--- src/rtl/lsnn_pkg.sv ---
// lsnn_pkg -- shared definitions for the adaptive LIF neuron array.
//   state_e      : controller states (IDLE -> UPDATE -> DONE -> IDLE)
//   sat_add      : unsigned add clamped to 2^w-1 (w <= 32)
//   adapt_decay  : a -> (a >> 1) + (a >> 2), adaptation leak without a spike
//   adapt_grow   : a -> sat(a + (a >> 2)), adaptation boost after a spike
package lsnn_pkg;

  typedef enum logic [1:0] {
    ST_IDLE   = 2'd0,
    ST_UPDATE = 2'd1,
    ST_DONE   = 2'd2
  } state_e;

  // Helpers work on 32-bit containers so one function serves every WIDTH;
  // callers slice the low WIDTH bits, which always hold the full result.
  function automatic logic [31:0] sat_add(input logic [31:0] x,
                                          input logic [31:0] y,
                                          input int unsigned w);
    logic [32:0] sum;
    logic [32:0] lim;
    sum = {1'b0, x} + {1'b0, y};
    lim = (33'd1 << w) - 33'd1;
    return (sum > lim) ? lim[31:0] : sum[31:0];
  endfunction

  // 0.75 * a never exceeds a, so no clamp is needed.
  function automatic logic [31:0] adapt_decay(input logic [31:0] x);
    return (x >> 1) + (x >> 2);
  endfunction

  function automatic logic [31:0] adapt_grow(input logic [31:0] x,
                                             input int unsigned w);
    return sat_add(x, x >> 2, w);
  endfunction

endpackage

--- src/rtl/lsnn_neuron_update.sv ---
// lsnn_neuron_update -- combinational next-state for one adaptive LIF neuron.
// Shared by all neurons of lsnn_array; the caller muxes in the state of the
// neuron being updated and writes the results back.
//   cur_i   : input current for this sample
//   v_i/a_i : membrane / adaptation before the update
//   ref_i   : refractory samples remaining
//   v_o/a_o/ref_o : state after the update
//   spike_o : neuron fired on this sample
module lsnn_neuron_update
  import lsnn_pkg::*;
#(
  parameter int WIDTH  = 8,
  parameter int B0     = 8,
  parameter int REFRAC = 2,
  parameter int RW     = 2
) (
  input  logic [WIDTH-1:0] cur_i,
  input  logic [WIDTH-1:0] v_i,
  input  logic [WIDTH-1:0] a_i,
  input  logic [RW-1:0]    ref_i,
  output logic [WIDTH-1:0] v_o,
  output logic [WIDTH-1:0] a_o,
  output logic [RW-1:0]    ref_o,
  output logic             spike_o
);

  logic [31:0]      thr_w;
  logic [31:0]      vp_w;
  logic [31:0]      grow_w;
  logic [31:0]      decay_w;
  logic [WIDTH-1:0] thr;
  logic [WIDTH-1:0] vp;
  logic             unused_hi;

  always_comb begin
    thr_w   = sat_add(32'(B0), 32'(a_i), WIDTH);
    vp_w    = sat_add(32'(cur_i), 32'(v_i >> 1), WIDTH);
    grow_w  = adapt_grow(32'(a_i), WIDTH);
    decay_w = adapt_decay(32'(a_i));
    thr     = thr_w[WIDTH-1:0];
    vp      = vp_w[WIDTH-1:0];

    spike_o = 1'b0;
    v_o     = vp;
    a_o     = decay_w[WIDTH-1:0];
    ref_o   = ref_i;

    if (ref_i != '0) begin
      // Refractory: input is ignored and the membrane only leaks.
      v_o   = v_i >> 1;
      ref_o = ref_i - RW'(1);
    end else if (vp >= thr) begin
      spike_o = 1'b1;
      v_o     = '0;
      a_o     = grow_w[WIDTH-1:0];
      ref_o   = RW'(REFRAC);
    end
  end

  // Upper bits of the 32-bit helper results are always zero.
  assign unused_hi = ^{thr_w, vp_w, grow_w, decay_w};

endmodule

--- src/rtl/lsnn_array.sv ---
// lsnn_array -- array of N_NEURONS adaptive LIF neurons sharing one update
// datapath. A sample is captured in IDLE, the neurons are updated one per
// cycle in UPDATE, and the spike vector is offered in DONE.
//   clk, rst_n      : clock; synchronous reset, active HIGH despite the name
//   in_valid/ready  : sample input handshake, in_current packed per neuron
//   out_valid/ready : spike vector handshake, spike_out bit i = neuron i
//   thresh_sel/out  : combinational view of sat(B0 + a) for one neuron
//   dbg_state_o     : controller state, for observation only
//
// Handshakes: a transfer happens on a rising edge where valid && ready.
// in_ready is high only in IDLE; out_valid is high only in DONE, and
// spike_out is held there until out_ready. in_valid outside IDLE is ignored.
module lsnn_array
  import lsnn_pkg::*;
#(
  parameter int N_NEURONS = 4,
  parameter int WIDTH     = 8,
  parameter int B0        = 8,
  parameter int ALPHA0    = 8,
  parameter int REFRAC    = 2
) (
  input  logic                         clk,
  input  logic                         rst_n,
  input  logic                         in_valid,
  output logic                         in_ready,
  input  logic [N_NEURONS*WIDTH-1:0]   in_current,
  output logic                         out_valid,
  input  logic                         out_ready,
  output logic [N_NEURONS-1:0]         spike_out,
  input  logic [$clog2(N_NEURONS)-1:0] thresh_sel,
  output logic [WIDTH-1:0]             thresh_out,
  output state_e                       dbg_state_o
);

  localparam int IW = $clog2(N_NEURONS);
  localparam int RW = (REFRAC > 0) ? $clog2(REFRAC + 1) : 1;

  state_e                       state_q, state_d;
  logic [IW-1:0]                idx_q;
  logic [N_NEURONS*WIDTH-1:0]   cur_q;
  logic [N_NEURONS-1:0]         spike_q;
  logic [WIDTH-1:0]             v_q   [N_NEURONS];
  logic [WIDTH-1:0]             a_q   [N_NEURONS];
  logic [RW-1:0]                ref_q [N_NEURONS];

  logic [WIDTH-1:0]             nu_v, nu_a;
  logic [RW-1:0]                nu_ref;
  logic                         nu_spike;
  logic [31:0]                  thr_sel_w;
  logic                         unused_thr;

  lsnn_neuron_update #(
    .WIDTH  (WIDTH),
    .B0     (B0),
    .REFRAC (REFRAC),
    .RW     (RW)
  ) u_update (
    .cur_i   (cur_q[idx_q*WIDTH +: WIDTH]),
    .v_i     (v_q[idx_q]),
    .a_i     (a_q[idx_q]),
    .ref_i   (ref_q[idx_q]),
    .v_o     (nu_v),
    .a_o     (nu_a),
    .ref_o   (nu_ref),
    .spike_o (nu_spike)
  );

  always_comb begin
    state_d = state_q;
    case (state_q)
      ST_IDLE:   if (in_valid) state_d = ST_UPDATE;
      ST_UPDATE: if (idx_q == IW'(N_NEURONS - 1)) state_d = ST_DONE;
      ST_DONE:   if (out_ready) state_d = ST_IDLE;
      default:   state_d = ST_IDLE;
    endcase
  end

  always_ff @(posedge clk) begin
    if (rst_n) begin
      state_q <= ST_IDLE;
      idx_q   <= '0;
      cur_q   <= '0;
      spike_q <= '0;
      for (int i = 0; i < N_NEURONS; i++) begin
        v_q[i]   <= '0;
        a_q[i]   <= WIDTH'(ALPHA0);
        ref_q[i] <= '0;
      end
    end else begin
      state_q <= state_d;
      case (state_q)
        ST_IDLE: begin
          if (in_valid) begin
            cur_q   <= in_current;
            idx_q   <= '0;
            spike_q <= '0;
          end
        end
        ST_UPDATE: begin
          v_q[idx_q]     <= nu_v;
          a_q[idx_q]     <= nu_a;
          ref_q[idx_q]   <= nu_ref;
          spike_q[idx_q] <= nu_spike;
          // N_NEURONS is a power of two, so the last increment wraps to 0.
          idx_q          <= idx_q + IW'(1);
        end
        default: ;
      endcase
    end
  end

  assign in_ready    = (state_q == ST_IDLE);
  assign out_valid   = (state_q == ST_DONE);
  assign spike_out   = spike_q;
  assign dbg_state_o = state_q;

  assign thr_sel_w  = sat_add(32'(B0), 32'(a_q[thresh_sel]), WIDTH);
  assign thresh_out = thr_sel_w[WIDTH-1:0];
  assign unused_thr = ^thr_sel_w;

endmodule
--- config.mk ---
export PLATFORM = sky130hd
export DESIGN_NAME = lsnn_array
export DESIGN_NICKNAME = d
export VERILOG_FILES = /design/src/rtl/lsnn_pkg.sv /design/src/rtl/lsnn_neuron_update.sv /design/src/rtl/lsnn_array.sv
export SDC_FILE = /design/constraint.sdc
export NUM_CORES = 1
export LEC_CHECK = 0
export CAP_MARGIN = 20
export CORE_MARGIN = 10
export CORE_UTILIZATION = 40
export DETAILED_ROUTE_END_ITERATION = 8
export SYNTH_ARGS = -nofsm -noshare
export SYNTH_HDL_FRONTEND = slang
export SYNTH_HIERARCHICAL = 1
export SYNTH_SLANG_ARGS = --single-unit
--- constraint.sdc ---
create_clock -name clk -period 6.24 [get_ports clk]
set_clock_uncertainty 0.05 [all_clocks]
set_input_delay 1.248 -clock clk [delete_from_list [all_inputs] [get_ports clk]]
set_output_delay 1.248 -clock clk [all_outputs]
set_load 0.03 [all_outputs]
# Yosys cells after proc, flatten, opt, wreduce, memory -nomap -nowiden
# Memory sizes are Yosys's and may differ from the RTL's. A register that Yosys moved wholly into a read port is not among the register bits.
# Index checks and enable logic that the tools add are counted.
# totals
ff_bits,40
ram_bits,72
in_bits,38
out_inout_bits,16
elab_cells,81
memories,3
# op_classes
addsub,7
order_cmp,7
n_eq_ne,6
shifts,1
mux,43
n_reduce_logical,10
# mem_list
name,words,word_bits,rd,rd_clocked_by_memory_dff,write_ports,line,source
a_q,4,8,2,1,4,lsnn_array.sv:43,logic [WIDTH-1:0] a_q [N_NEURONS];
v_q,4,8,1,1,4,lsnn_array.sv:42,logic [WIDTH-1:0] v_q [N_NEURONS];
ref_q,4,2,1,1,4,lsnn_array.sv:44,logic [RW-1:0] ref_q [N_NEURONS];
# ops
op,n
$mux W8,10
$gt A9 B8 Y1 const B,4
$mux W2,16
$shiftx A32 B6 Y8,1
$add A4 B8 Y9 const A,2
$reduce_or A8 Y1,2
$mux W1,11
$add A8 B6 Y9,1
$add A8 B7 Y9,1
$add A7 B6 Y8,1
$ge A8 B8 Y1,1
$pmux W4 S2,1
$pmux W2 S3,1
$bwmux W4,1
$eq A2 B2 Y1 const B,2
$mux W4,1
$ne A2 B2 Y1 const B,2
$pmux W2 S2,1
$reduce_and A2 Y1,2
$reduce_bool A2 Y1,2
$lt A2 B3 Y1 const B,1
$reduce_and A3 Y1,1
$add A2 B1 Y2 const B,1
$demux W1 S2,1
7 further kinds,7

# Depth between registers and ports, before layout
# Gate-level depths: netlist of the first run.
# logic_depth
ltp_word,9
depth_mapped,17
depth_no_buf,15

# Hierarchy
# The synthesis of the first run kept the hierarchy.
# by_module_without_submodules
module,instances,cells_each,area_each_um2,seq_area_each_um2
lsnn_array,1,423,5281.3,3002.9
lsnn_neuron_update,1,193,1443.9,0.0

# Worst setup path before layout of the first run
# Ideal clock, no wire load.
# synth_path
kind,register to register
from,register with a tool-made name
to,memory a_q[0][0] (data pin)
setup_time_ns,0.255
arrival_time_ns,4.442
required_time_ns,5.935
slack_ns,1.493
path_stages_with_launch,18
n_path_buf,2
period_less_slack_ns,4.747
cell_sequence,dfxtp_1 -> buf_2 -> buf_2 -> mux4_2 -> ha_1 -> fa_1 -> a211oi_2 -> o21ai_2 -> a311o_1 -> mux2_2 -> ha_1 -> a211oi_1 -> o21ai_0 -> a41o_1 -> nand2_1 -> inv_2 -> o22a_1 -> and2_1
# synth_lines
element,line
"end, declared",lsnn_array.sv:43

# Worst setup path in the final report of the first run
# layout_path
from,input thresh_sel[1]
to,output thresh_out[3]
# layout_between
elab_chain_len,4
# layout_rtl
element,line,source
"start, declared",lsnn_array.sv:30,"input logic [$clog2(N_NEURONS)-1:0] thresh_sel,"
$mem_v2 Z4 W8 *,n/a,
$add A4 B8 Y9 *,lsnn_pkg.sv:21,"sum = {1'b0, x} + {1'b0, y};"
$gt A9 B8 Y1,lsnn_pkg.sv:23,return (sum > lim) ? lim[31:0] : sum[31:0];
$mux W8 *,lsnn_pkg.sv:23,
"end, declared",lsnn_array.sv:31,"output logic [WIDTH-1:0] thresh_out,"
# Mark *: on every way between the ends. The rest lies on a longest branch, timed or not.

==> results.yml, run 1 <==
status:
  outcome: "completed"
layout:
  area_growth_pct: 17.6
  layout-drive-gt1-share_pct: 11.8
  final_net_count: 733
  design_area_sq_mm: 0.00770
  final.fill_count: 1458
  antenna-diode-count: 0
timing:
  slew_viol_final: 0
  report.final.setup_viol: 0
  period_share_pct: 89.3
  tightestPinTransition_ps: 670
  setup_slack_ps: 666
  achievable-frequency_mhz: 179
  timing.setup.tns_ps: 0
  finalHoldWorstSlack_ps: 408
  rsz0062_at_grt: "no"
  max_slew_margin_pct: 55.2
  finalCriticalPeriod_ps: 5570
  finalHoldViolations: 0
placed_design:
  dp_hpwl_mm: 11.3
  setup_ws_pre_cts_ps: 645
  port_buf_inserts: 53
  globalplace.congestion: 0.867
  instance_area_at_placement_sq_mm: 0.00734
global_route:
  global_route_wire_length_before_repair_mm: 25.8
  grt-ovfl-total: 0
  grt_antenna_before_repair: 0
  pin_count_of_the_biggest_net_entering_global_routing: 50
  via_count_of_the_first_global_routing_pass: 4922
  grt_util_all_layers_pct: 14.6
setup_path:
  critical_path.endpoint: "thresh_out[3]"
  worstReg2RegEnd: "a_q[3][3]$_DFFE_PP_"
  largest_fanout_on_the_critical_path: 11
  worstPathCellList: "clkdlybuf4s50_1 -> mux4_1 -> ha_1 -> nor2b_1 -> a22oi_1 -> a31oi_1 -> o31ai_1 -> clkdlybuf4s50_1"
  worst-r2r-setup-slack_ps: 1200
  setup.worst_path.start_class: "primary input"
  slowest_cell_on_the_critical_path: "sky130_fd_sc_hd__clkdlybuf4s50_1"
  worst_ep_arrival_time_ps: 4280
  cp_delay_by_family_top: "buffers and inverters"
  worst_r2r_startpoint: "idx_q[0]$_SDFFE_PP0P_"
  required_ps: 4940
  cp_num_buf_inv: 2
  worstSetupStartpoint: "thresh_sel[1]"
  crit_top_cell: "sky130_fd_sc_hd__clkdlybuf4s50_1"
  cp-end-kind: "output pin"
  critical_path_cell_count: 8
  r2r.worst_path.cells: 15
  slowest_stage_delay_on_critical_path_ps: 830
  critical_path_class: "in -> out"
clocking:
  clkSlewWorstSetupHoldPaths_ps: 80
  clockRootBuffer: "sky130_fd_sc_hd__clkbuf_16"
  tritoncts_num_sinks: 110
  ctsResizeCount: 0
  worstSkewPairLatency_ps: 360
  tritoncts: "built"
  cts_hold_buf: 0
  cts_htree_levels: 3
  total_clock_buffers_created_by_cts: 9
  cts_setup_buffers: 0
  ctsLongestPathBuffers: 2
floorplanning:
  initial_utilization_pct: 41.1
  floorplan.rows: 46
  ios: 54
  dieHeight_um: 148
  fp.coreArea_sq_mm: 0.0159
  die_area_sq_mm: 0.0219
  die_x_um: 148
route:
  drtAntennaViolNets: 0
  drt-initial-drc-count: 338
  drtPass1Iterations: 5
  drc_errors: 0
  totalWireLength_mm: 15.8
  wirelength_per_cell_um: 18.0
  routed-via-count: 4829
  via_per_inst: 5.51
power:
  clkPwrFrac_pct: 30.7
  p_sw_share_pct: 31.3
  power_leakage_nw: 2.93
  peakVddDrop_mv: 0.118
  p_per_area_mw_per_mm2: 268
  p_comb_share_pct: 28.7
  seqPwrFrac_pct: 40.7
  report.power.total_mw: 2.06
  cellInternalPower_mw: 1.41
  p_switching_mw: 0.645
flow_run:
  max-cap-violations: 0
logic_synthesis:
  post_synth_instance_area_sq_mm: 0.00655
  avgSynthCellArea_sq_um: 10.8
  yosysWarningCount: 6
  synthesized_nets: 683
  postSynthCellCount: 605
worst_hold_path:
  hold_path_class: "reg -> reg"
  worst_hold_path.num_cells: 2
==> final cells by class <==
cell class,count,area [sq um],share of cell area [%]
multi-input combinational,453,3500,45.5
timing repair buffer,65,653,8.48
clock buffer,10,250,3.25
tap,216,270,3.51
inverter,16,60.1,0.780
clock inverter,6,83.8,1.09
sequential,110,2880,37.4
==> how the worst min path moves through the flow <==
stage | startpoint | slack (ps) | to
6_report | cur_q[0]$_SDFFE_PP0P_ | 410 | cur_q[0]$_SDFFE_PP0P_
2_1_floorplan | cur_q[16]$_SDFFE_PP0P_ | 380 | cur_q[16]$_SDFFE_PP0P_
4_1_cts | cur_q[13]$_SDFFE_PP0P_ | 410 | cur_q[13]$_SDFFE_PP0P_
3_5_place_dp | cur_q[1]$_SDFFE_PP0P_ | 400 | cur_q[1]$_SDFFE_PP0P_
3_3_place_gp | cur_q[14]$_SDFFE_PP0P_ | 390 | cur_q[14]$_SDFFE_PP0P_
5_1_grt | cur_q[4]$_SDFFE_PP0P_ | 430 | cur_q[4]$_SDFFE_PP0P_
==> cell usage in the layout, fill, tap and decap left out, types with 15 or more instances in the layout <==
master                            instances
sky130_fd_sc_hd__inv_1                   15
sky130_fd_sc_hd__edfxtp_1                68
sky130_fd_sc_hd__mux4_2                  28
sky130_fd_sc_hd__dfxtp_1                 42
sky130_fd_sc_hd__ha_1                    37
sky130_fd_sc_hd__and2_1                  68
sky130_fd_sc_hd__nand2_1                 82
sky130_fd_sc_hd__clkdlybuf4s50_1         53
sky130_fd_sc_hd__a21oi_1                 56
sky130_fd_sc_hd__nor2_1                  30
==> worst register-to-register path: stages (launching register included) <==
cell	delay [ps]
sky130_fd_sc_hd__dfxtp_1	570
sky130_fd_sc_hd__mux4_2	600
sky130_fd_sc_hd__ha_1	260
sky130_fd_sc_hd__fa_1	440
sky130_fd_sc_hd__a211oi_2	270
sky130_fd_sc_hd__o21ai_2	140
sky130_fd_sc_hd__a311o_1	330
sky130_fd_sc_hd__mux2_2	280
sky130_fd_sc_hd__ha_1	290
sky130_fd_sc_hd__o21ai_0	80
sky130_fd_sc_hd__nand2b_1	110
sky130_fd_sc_hd__nor2b_1	290
sky130_fd_sc_hd__nand2_1	290
sky130_fd_sc_hd__inv_2	250
sky130_fd_sc_hd__a31oi_1	150
sky130_fd_sc_hd__or3_1	370
==> layer usage <==
| layer | global-route usage [%] | vias up | routed length (um) |
|---|---|---|---|
| li1 | - | 2320 | - |
| met1 | 18.9 | 2370 | 7540 |
| met2 | 23.6 | 125 | 7220 |
| met3 | 3.97 | 14 | 786 |
| met4 | 3.91 | 0 | 205 |
| met5 | 0 | - | 0 |
==> sequential cells by signal, indices dropped and copies added, names as in the netlist, named ones only <==
name	flops
cur_q	32
ref_q	8
v_q	28
a_q	32
idx_q	2
dbg_state_o	2
spike_out	4
==> power by group through the flow <==
stage / Combinational (mW) / Sequential (mW) / Clock, mW
3_3_place_gp: 0.567 / 0.854 / 0
4_1_cts: 0.587 / 0.838 / 0.646
3_5_place_dp: 0.583 / 0.856 / 0
5_1_grt: 0.655 / 0.844 / 0.666
6_report: 0.590 / 0.838 / 0.632
2_1_floorplan: 0.419 / 0.846 / 0
==> through the flow <==
step,util (%),instances
final,48.3,876
after global routing,48.3,876
after CTS,48.1,875
after detailed placement,46.0,859
after global placement,46.0,859
after floorplan,-,605
Note: power is estimated with default switching activity, not from simulation.
==> run 2: changes to the inputs <==
--- a/config.mk
+++ b/config.mk
@@ -5,6 +5,7 @@
 export SDC_FILE = /design/constraint.sdc
 export NUM_CORES = 1
 export LEC_CHECK = 0
+export ABC_CLOCK_PERIOD_IN_PS = 6240
 export CAP_MARGIN = 20
 export CORE_MARGIN = 10
 export CORE_UTILIZATION = 40
==> results of run 2 <==
Same layout as run 1: the final DEF is identical, and so are final timing and power.
